### config.mk
export PLATFORM = sky130hd
export DESIGN_NAME = fetch_unit
export DESIGN_NICKNAME = d
export VERILOG_FILES = /design/src/rtl/fetch_unit_pkg.sv /design/src/rtl/fetch_unit_target_lut.sv /design/src/rtl/fetch_unit.sv
export SDC_FILE = /design/constraint.sdc
export NUM_CORES = 1
export LEC_CHECK = 0
export ABC_AREA = 1
export CORE_MARGIN = 2
export CORE_UTILIZATION = 40
export CTS_BUF_LIST = sky130_fd_sc_hd__clkbuf_4 sky130_fd_sc_hd__clkbuf_8
export DETAILED_ROUTE_END_ITERATION = 7
export GPL_ROUTABILITY_DRIVEN = 0
export PLACE_DENSITY_LB_ADDON = 0.2
export SETUP_SLACK_MARGIN = 0.3
export SLEW_MARGIN = 20
export SYNTH_ARGS = -nofsm -noshare
export SYNTH_HDL_FRONTEND = slang
export SYNTH_SLANG_ARGS = --single-unit
### constraint.sdc
create_clock -name Clk -period 4.9 [get_ports Clk]
set_input_delay 0.98 -clock Clk [delete_from_list [all_inputs] [get_ports Clk]]
set_output_delay 0.98 -clock Clk [all_outputs]
set_load 0.02 [all_outputs]
### src/rtl/fetch_unit_pkg.sv
// Shared definitions for the fetch stage: FSM states, branch-condition codes,
// the branch-target table contents and the branch-condition evaluation.
package fetch_unit_pkg;

    typedef enum logic [1:0] {
        IDLE = 2'b00,
        RUN  = 2'b01,
        DONE = 2'b10
    } fetch_state_t;

    typedef enum logic [1:0] {
        BR_NONE  = 2'b00,
        BR_ZERO  = 2'b01,
        BR_NZERO = 2'b10,
        BR_NEG   = 2'b11
    } br_sel_t;

    // Absolute branch/jump targets; indices beyond the table read as 0.
    localparam int LUT_DEPTH = 8;
    localparam int TARGET_LUT [LUT_DEPTH] = '{0, 8, 20, 40, 64, 100, 200, 500};

    function automatic logic branch_taken(input br_sel_t sel, input logic zero, input logic neg);
        case (sel)
            BR_ZERO:  return zero;
            BR_NZERO: return !zero;
            BR_NEG:   return neg;
            default:  return 1'b0;
        endcase
    endfunction

endpackage

### src/rtl/fetch_unit_target_lut.sv
// Combinational branch-target table: maps the decoder's PCTarg index to an
// absolute PC_W-wide instruction address.
module target_lut
    import fetch_unit_pkg::*;
#(
    parameter int PC_W  = 10,
    parameter int SEL_W = 3
) (
    input  logic [SEL_W-1:0] i_sel,
    output logic [PC_W-1:0]  o_addr
);

    always_comb begin
        // NOTE: default assignment first so no path leaves o_addr unassigned (no latch).
        o_addr = '0;
        for (int i = 0; i < LUT_DEPTH; i++) begin
            if (int'(i_sel) == i) begin
                o_addr = PC_W'(TARGET_LUT[i]);
            end
        end
    end

endmodule

### src/rtl/fetch_unit.sv
// Program counter and fetch control: IDLE/RUN/DONE sequencing, branch/jump
// redirection through the target table, and a saturating RUN-cycle counter.
module fetch_unit
    import fetch_unit_pkg::*;
#(
    parameter int PC_W       = 10,
    parameter int SEL_W      = 3,
    parameter int CNT_W      = 16,
    parameter int START_ADDR = 0
) (
    input  logic             Clk,
    input  logic             Reset,
    input  logic             Start,
    input  logic [SEL_W-1:0] PCTarg,
    input  logic [1:0]       BranchEn,
    input  logic             Jump,
    input  logic             Ack,
    input  logic             ZeroFlag,
    input  logic             NegFlag,
    output logic [PC_W-1:0]  ProgCtr,
    output logic             Running,
    output logic             Done,
    output logic [CNT_W-1:0] CycleCnt
);

    localparam logic [PC_W-1:0] START_PC = PC_W'(START_ADDR);

    fetch_state_t    r_state;
    logic [PC_W-1:0] w_target;
    logic            w_redirect;

    target_lut #(
        .PC_W  (PC_W),
        .SEL_W (SEL_W)
    ) u_target_lut (
        .i_sel  (PCTarg),
        .o_addr (w_target)
    );

    assign w_redirect = Jump || branch_taken(br_sel_t'(BranchEn), ZeroFlag, NegFlag);

    // NOTE: non-blocking assignments so every register samples pre-edge values.
    always_ff @(posedge Clk or posedge Reset) begin
        if (Reset) begin
            r_state  <= IDLE;
            ProgCtr  <= START_PC;
            Running  <= 1'b0;
            Done     <= 1'b0;
            CycleCnt <= '0;
        end else begin
            case (r_state)
                RUN: begin
                    if (CycleCnt != '1) begin
                        CycleCnt <= CycleCnt + CNT_W'(1);
                    end
                    // Ack outranks any redirect: the PC stays on the halt instruction.
                    if (Ack) begin
                        r_state <= DONE;
                        Running <= 1'b0;
                        Done    <= 1'b1;
                    end else if (w_redirect) begin
                        ProgCtr <= w_target;
                    end else begin
                        ProgCtr <= ProgCtr + PC_W'(1);
                    end
                end
                default: begin
                    if (Start) begin
                        r_state  <= RUN;
                        ProgCtr  <= START_PC;
                        Running  <= 1'b1;
                        Done     <= 1'b0;
                        CycleCnt <= '0;
                    end
                end
            endcase
        end
    end

endmodule

==> results of run 1 <==
-- kinds of logic after synthesis --
kind of cell               Yosys count
buffers and inverters               41
xor gates and xnor gates            10
adders and majority gates            2
DFF                                 28
AOI/OAI and AO/OA                   31
and+or+nand+nor                    159
-- placed cells by master, fill, tap and decap left out --
| master | count |
|---|---|
| sky130_fd_sc_hd__dfrtp_1 | 28 |
| sky130_fd_sc_hd__a31o_2 | 1 |
| sky130_fd_sc_hd__inv_1 | 35 |
| sky130_fd_sc_hd__o21ai_2 | 3 |
| sky130_fd_sc_hd__nand4_1 | 7 |
| sky130_fd_sc_hd__nand2_1 | 94 |
| sky130_fd_sc_hd__nor2_2 | 3 |
| sky130_fd_sc_hd__nand3_1 | 24 |
| sky130_fd_sc_hd__o21bai_1 | 1 |
| sky130_fd_sc_hd__nor2_4 | 1 |
| sky130_fd_sc_hd__o22ai_1 | 2 |
| sky130_fd_sc_hd__o21ai_1 | 1 |
| sky130_fd_sc_hd__a22o_1 | 1 |
| sky130_fd_sc_hd__o21ai_0 | 17 |
| sky130_fd_sc_hd__clkdlybuf4s50_1 | 39 |
| sky130_fd_sc_hd__a21oi_1 | 4 |
| sky130_fd_sc_hd__nor2_1 | 27 |
| sky130_fd_sc_hd__nand2_2 | 1 |
| sky130_fd_sc_hd__ha_1 | 2 |
| sky130_fd_sc_hd__xor2_1 | 8 |
| sky130_fd_sc_hd__clkbuf_8 | 4 |
| sky130_fd_sc_hd__nor3_1 | 1 |
| sky130_fd_sc_hd__o31ai_1 | 1 |
| sky130_fd_sc_hd__xnor2_1 | 2 |
| sky130_fd_sc_hd__nor2_8 | 1 |
| sky130_fd_sc_hd__inv_2 | 3 |
-- metal layers --
layer / up-vias / share of wire
met4: 0 / 0.012
met3: 5 / 0.046
met1: 819 / 0.46
met2: 50 / 0.48
met5: - / 0
li1: 939 / -
-- report_power, final --
part	switching [mW]	internal, mW	leakage [nW]
sequential	0.0635	0.274	0.377
combinational	0.228	0.141	0.684
clock	0.0775	0.0722	0.0288
-- path summary, 6_finish.rpt --
check                                  startpoint                 endpoint
setup / recovery           ProgCtr[5]$_DFFE_PP0P_               ProgCtr[5]
max in group asynchronous                   Reset  CycleCnt[7]$_DFFE_PP0P_
hold / removal             r_state[0]$_DFFE_PP0P_   r_state[0]$_DFFE_PP0P_
setup reg to reg                 Done$_DFFE_PP0P_   ProgCtr[1]$_DFFE_PP0P_
hold reg to reg            r_state[0]$_DFFE_PP0P_   r_state[0]$_DFFE_PP0P_
min in group asynchronous                   Reset   ProgCtr[7]$_DFFE_PP0P_
-- area by class of cell --
class / instances / area, sq um
clock buffers: 4 / 55.1
fillers: 453 / 2060
inverters: 38 / 143
multi-input cells: 202 / 973
flip-flops and latches: 28 / 701
well taps: 52 / 65.1
repair buffers: 39 / 390
-- sequential cells by signal, summed over array words and instances, names as in the netlist --
signal    count
Done          1
ProgCtr      10
r_state       1
CycleCnt     16
==> parameters.txt, run 1 <==
Parameter                              Value

Status
  Status ... finished, final reports clean

Logic synthesis
  Adder and majority cell fraction of the synthesized area ... 0.0136
  Post-synth EDFFs ... 0
  Mean area per synthesized cell ... 6.79 sq um
  Ranking of synthesized cells by area ... sky130_fd_sc_hd__dfrtp_1 (38%), sky130_fd_sc_hd__nand2_1 (19%), sky130_fd_sc_hd__inv_1 (7.3%)
  Number of warning messages in the yosys log ... 0
  Post-synthesis mux area share ... 0
  Cell count after synthesis ... 271
  Sequential cell area fraction in the yosys report ... 0.381
  FFs w/ async S/R, synth ... 1.00
  Share of the synthesized area in compound gates (AO/OA/AOI/OAI) ... 0.0986
  Largest area contributor in the synthesized netlist ... sky130_fd_sc_hd__dfrtp_1
  Number of nets produced by synthesis ... 285
  Xor and xnor area share after synthesis ... 0.0476
  Most instantiated library cell after synthesis ... sky130_fd_sc_hd__nand2_1
  Netlist cell types ... 27
  Number of synthesized register bits ... 28
  Most used DFF post-synth ... sky130_fd_sc_hd__dfrtp_1
  Dominant combinational cell family by area after synthesis ... simple AND/OR/NAND/NOR gates
  Synth top area share ... 0.381
  Synthesized-area fraction occupied by and/or/nand/nor cells ... 0.369
  Post-Synthesis Cell Area ... 1840 sq um
  Post-synth top cells ... sky130_fd_sc_hd__nand2_1 (94), sky130_fd_sc_hd__inv_1 (36), sky130_fd_sc_hd__dfrtp_1 (28), sky130_fd_sc_hd__nor2_1 (27), sky130_fd_sc_hd__nand3_1 (24)

Critical path
  Critical path arrival ... 1450 ps
  Type of element launching the critical path ... register
  Number of buffers and inverters on the critical path ... 1
  Delay of the slowest cell on the worst path ... 660 ps
  Worst setup slack for register-to-register paths ... 3050 ps
  Crit path max-delay cell type ... sky130_fd_sc_hd__clkdlybuf4s50_1
  Category of cells accounting for the largest share of critical-path delay ... buffers and inverters
  Cell chain of the critical path ... clkdlybuf4s50_1
  Crit Path Class ... register to primary output
  Number of gates on the worst path with buffers counted ... 1
  Crit Path Max Fanout ... 7
  Worst setup EP type ... primary output
  Worst r2r path cells ... 7
  Critical path data required time ... 3920 ps

Global routing
  Via count of the first global-routing pass ... 1691
  Initial antenna violation count ... 0
  GR Util met3 ... 0.0211
  Met1 track demand over resource ... 0.215
  Most used routing layer ... met2
  Maximum number of pins on one net before global-route repair ... 29
  Gr ovfl total ... 0
  Overall routing resource usage ... 0.175
  Global-route wire length before repair ... 7230 um
  Met2 Usage GRT ... 0.315

Clock network
  Sinks on Clock Net ... 28
  CTS tree ... built
  Number of buffers inserted by hold repair at cts ... 0
  Clock transition at the registers of the reported paths ... 100 ps
  Post-CTS setup buffer count ... 0
  Cell chosen for the clock root ... sky130_fd_sc_hd__clkbuf_8
  Number of CTS-inserted buffers ... 3
  Number of buffers on the longest clock path ... 2
  Clk_lat worst skew ... 280 ps
  Post-cts repair resize count ... 0
  Count of H-tree levels built during CTS ... 1

STA
  Worst Max-Slew Pin Slew ... 618 ps
  Final hold violation count ... 0
  Setup TNS after final layout ... 0 ps
  Relative max-transition margin ... 0.587
  Final worst-path cycle share ... 0.496
  Final critical-path setup slack ... 2470 ps
  Clk_skew ... 6.39 ps
  Fin Hold WS ... 532 ps
  Unrepaired setup endpoints after global routing ... no
  Max-slew violation count ... 0
  Post-route minimum period ... 2430 ps
  Fmax achieved ... 0.412 GHz
  Setup violations, final ... 0

Die
  Horizontal die dimension ... 71.8 um
  Total I/O pin count ... 40
  Die span in y ... 71.8 um
  Starting Density ... 0.420
  Placeable core region ... 4380 sq um
  Overall die area ... 5160 sq um
  Site row count ... 24

Worst hold path
  Hold path cells ... 2
  Path class of the lowest-slack min-delay path ... register to register

Power and ir drop
  Power per Cell Area ... 368 nW/um^2
  Leakage power total ... 1.09 nW
  Worst IR Drop VDD ... 0.192 mV
  Total power ... 0.857 mW

Route
  Remaining antenna violation count after routing ... 0
  Count of vias placed by the detailed router ... 1813
  Drc violations ... 0
  Vias per inst ... 4.99
  First-pass iteration count of the detailed router ... 4
  Average detailed-routed wire length per instance ... 11.3 um
  1st-iter DRT viols ... 70
  Routed Wire Length ... 4100 um

Placement
  Count of placed standard cells including taps ... 359
  Total placed instance area ... 2270 sq um
  PortBufs ... 39
  Worst setup slack after placement ... 2450 ps
  Post-detail-place hpwl ... 3110 um

Run
  Max Cap Viol ... 0

Layout
  Share of post-route cells with drive strength above 1 ... 0.0547
  Synthesis-to-layout area growth ... 26.4%
  Final instance count without filler cells ... 363
  Layout Utilization ... 0.531
  Fin area ... 2330 sq um
  Number of nets in the finished design ... 326
  Antenna Cells ... 0
Note: power is estimated with default switching activity, not from simulation.
==> run 2, diff against run 1 <==
==> constraint.sdc (replaced) <==
create_clock -name Clk -period 2.1 [get_ports Clk]
set_input_delay 0.42 -clock Clk [delete_from_list [all_inputs] [get_ports Clk]]
set_output_delay 0.42 -clock Clk [all_outputs]
set_load 0.02 [all_outputs]
==> run 2 against run 1 <==
  * Register-to-register slack lost 2700 ps
  * Combinational power increased to 2.5 times the previous value
  * Core utilization rose by 2.2 points
  * Non-clock buffer count is 5 higher
  * Sequential power up 130%
  * Critical path type unchanged
  * Critical endpoint is now CycleCnt[9]
==> parameters.txt, run 2 (synthesized netlist as in run 1, its figures left out) <==
Parameter                              Value

Critical path
  Worst setup EP type ... primary output
  Critical path arrival ... 1330 ps
  Critical path data required time ... 1680 ps
  Crit Path Max Fanout ... 5
  Crit path max-delay cell type ... sky130_fd_sc_hd__clkdlybuf4s50_1
  Worst r2r path cells ... 9
  Worst r2r src ... CycleCnt[0]$_DFFE_PP0P_
  Cell chain of the critical path ... clkdlybuf4s50_1
  Crit Path Class ... register to primary output
  Category of cells accounting for the largest share of critical-path delay ... buffers and inverters
  Number of buffers and inverters on the critical path ... 1
  Endpoint of the most critical register-to-register path ... CycleCnt[6]$_DFFE_PP0P_
  Type of element launching the critical path ... register
  Delay of the slowest cell on the worst path ... 630 ps
  Worst setup slack for register-to-register paths ... 370 ps

Die
  Overall die area ... 5160 sq um
  Total I/O pin count ... 40
  Die span in y ... 71.8 um
  Site row count ... 24
  Horizontal die dimension ... 71.8 um
  Placeable core region ... 4380 sq um
  Starting Density ... 0.420

Clock network
  Count of H-tree levels built during CTS ... 1
  Sinks on Clock Net ... 28
  Number of buffers on the longest clock path ... 2
  Clock transition at the registers of the reported paths ... 100 ps
  CTS tree ... built
  Cell chosen for the clock root ... sky130_fd_sc_hd__clkbuf_8
  Clk_lat worst skew ... 270 ps
  Number of CTS-inserted buffers ... 3

STA
  Fmax achieved ... 0.570 GHz
  Max-slew violation count ... 0
  Final hold violation count ... 0
  Relative max-transition margin ... 0.748
  Worst Max-Slew Pin Slew ... 378 ps
  Clk_skew ... 0.893 ps
  Setup TNS after final layout ... 0 ps
  Unrepaired setup endpoints after global routing ... yes
  Fin Hold WS ... 502 ps
  Final critical-path setup slack ... 345 ps
  Final worst-path cycle share ... 0.836
  Setup violations, final ... 0
  Post-route minimum period ... 1750 ps

Route
  Vias per inst ... 5.07
  Routed Wire Length ... 4390 um
  Remaining antenna violation count after routing ... 0
  Drc violations ... 0
  1st-iter DRT viols ... 120
  Average detailed-routed wire length per instance ... 11.9 um
  First-pass iteration count of the detailed router ... 4
  Count of vias placed by the detailed router ... 1872

Status
  Status ... finished, final reports clean

Layout
  Number of fill cells ... 445
  Area occupied by multi-input gates ... 992 sq um
  Reg with most FFs ... CycleCnt
  Commonest cells after routing, fill and taps aside ... sky130_fd_sc_hd__nand2_1 (94), sky130_fd_sc_hd__inv_1 (36), sky130_fd_sc_hd__dfrtp_1 (27), sky130_fd_sc_hd__nor2_1 (26), sky130_fd_sc_hd__nand3_1 (24)
  Layout Utilization ... 0.553
  Synthesis-to-layout area growth ... 31.7%
  Sequential standard cell area ... 702 sq um
  Number of nets in the finished design ... 332
  Final instance count without filler cells ... 369
  Antenna Cells ... 0
  Largest registers ranked by flip-flop count ... CycleCnt: 16 flops, ProgCtr: 10 flops
  Share of post-route cells with drive strength above 1 ... 0.0757
  Max FFs per register ... 16
  Fin area ... 2420 sq um
  Most common library cell in the layout ignoring fill and taps ... sky130_fd_sc_hd__nand2_1

Worst hold path
  Path class of the lowest-slack min-delay path ... input port to async pin

Global routing
  Maximum number of pins on one net before global-route repair ... 29
  Initial antenna violation count ... 0
  Via count of the first global-routing pass ... 1721
  Gr ovfl total ... 0
  Overall routing resource usage ... 0.181
  Global-route wire length before repair ... 7550 um

Placement
  Count of placed standard cells including taps ... 364
  PortBufs ... 39
  Post-detail-place hpwl ... 3210 um
  Total placed instance area ... 2310 sq um
  Worst setup slack after placement ... 359 ps

Power and ir drop
  Power per Cell Area ... 882 nW/um^2
  Leakage power total ... 1.39 nW
  Total power ... 2.14 mW
  Worst IR Drop VDD ... 0.513 mV

Run
  Max Cap Viol ... 0
[run 2: cell types whose count changed in the layout (fill, tap and decap cells not counted), sizes merged]
cell,delta
clkdlybuf4s50,-21
dlymetal6s2s,+13
bufinv,+1
buf,+5
nor2,+1
dlygate4sd2,+8
clkbuf,-1
[run 2: routing by layer]
metal	vias to the layer above	GRT usage	wire length [um]
li1	952	-	-
met1	854	0.241	1940
met2	62	0.315	2140
met3	4	0.0309	277
met4	0	0.0273	28
met5	-	0	0
[run 2: timing repair]
item / in CTS / in global routing
pin swaps: 0 / 1
hold buffers: 0 / 0
cloned: 0 / 1
resized for setup: 9 / 15
setup endpoints to repair: 9 / 17
endpoints found under the hold margin: 0 / 0
buffers inserted: 0 / 0
[run 2: worst max-delay path by stage]
| stage | from | to | slack, ps | depth (start not counted) |
|---|---|---|---|---|
| 5_1_grt | CycleCnt[0]$_DFFE_PP0P_ | CycleCnt[8]$_DFFE_PP0P_ | 270 | 9 |
| 3_3_place_gp | CycleCnt[0]$_DFFE_PP0P_ | CycleCnt[4]$_DFFE_PP0P_ | 400 | 9 |
| 4_1_cts | ProgCtr[6]$_DFFE_PP0P_ | ProgCtr[6] | 300 | 1 |
| 3_5_place_dp | ZeroFlag | ProgCtr[6]$_DFFE_PP0P_ | 360 | 8 |
| 2_1_floorplan | CycleCnt[0]$_DFFE_PP0P_ | CycleCnt[6]$_DFFE_PP0P_ | 400 | 10 |
| 6_report | CycleCnt[9]$_DFFE_PP0P_ | CycleCnt[9] | 350 | 1 |
[run 2: layout make-up]
class | instances | share of cell area
clock buffer | 3 | 0.0170
clock inverter | 1 | 0.0124
inverter | 38 | 0.0589
multi-input combinational | 203 | 0.409
sequential | 28 | 0.290
tap | 52 | 0.0268
timing repair buffer | 44 | 0.186
[run 2: where the power goes]
part | total (mW) | switching [mW] | internal [mW] | leakage [nW]
Sequential | 0.784 | 0.143 | 0.640 | 0.376
Clock | 0.431 | 0.176 | 0.255 | 0.0357
Combinational | 0.923 | 0.569 | 0.354 | 0.976
Total | 2.14 | 0.889 | 1.25 | 1.39
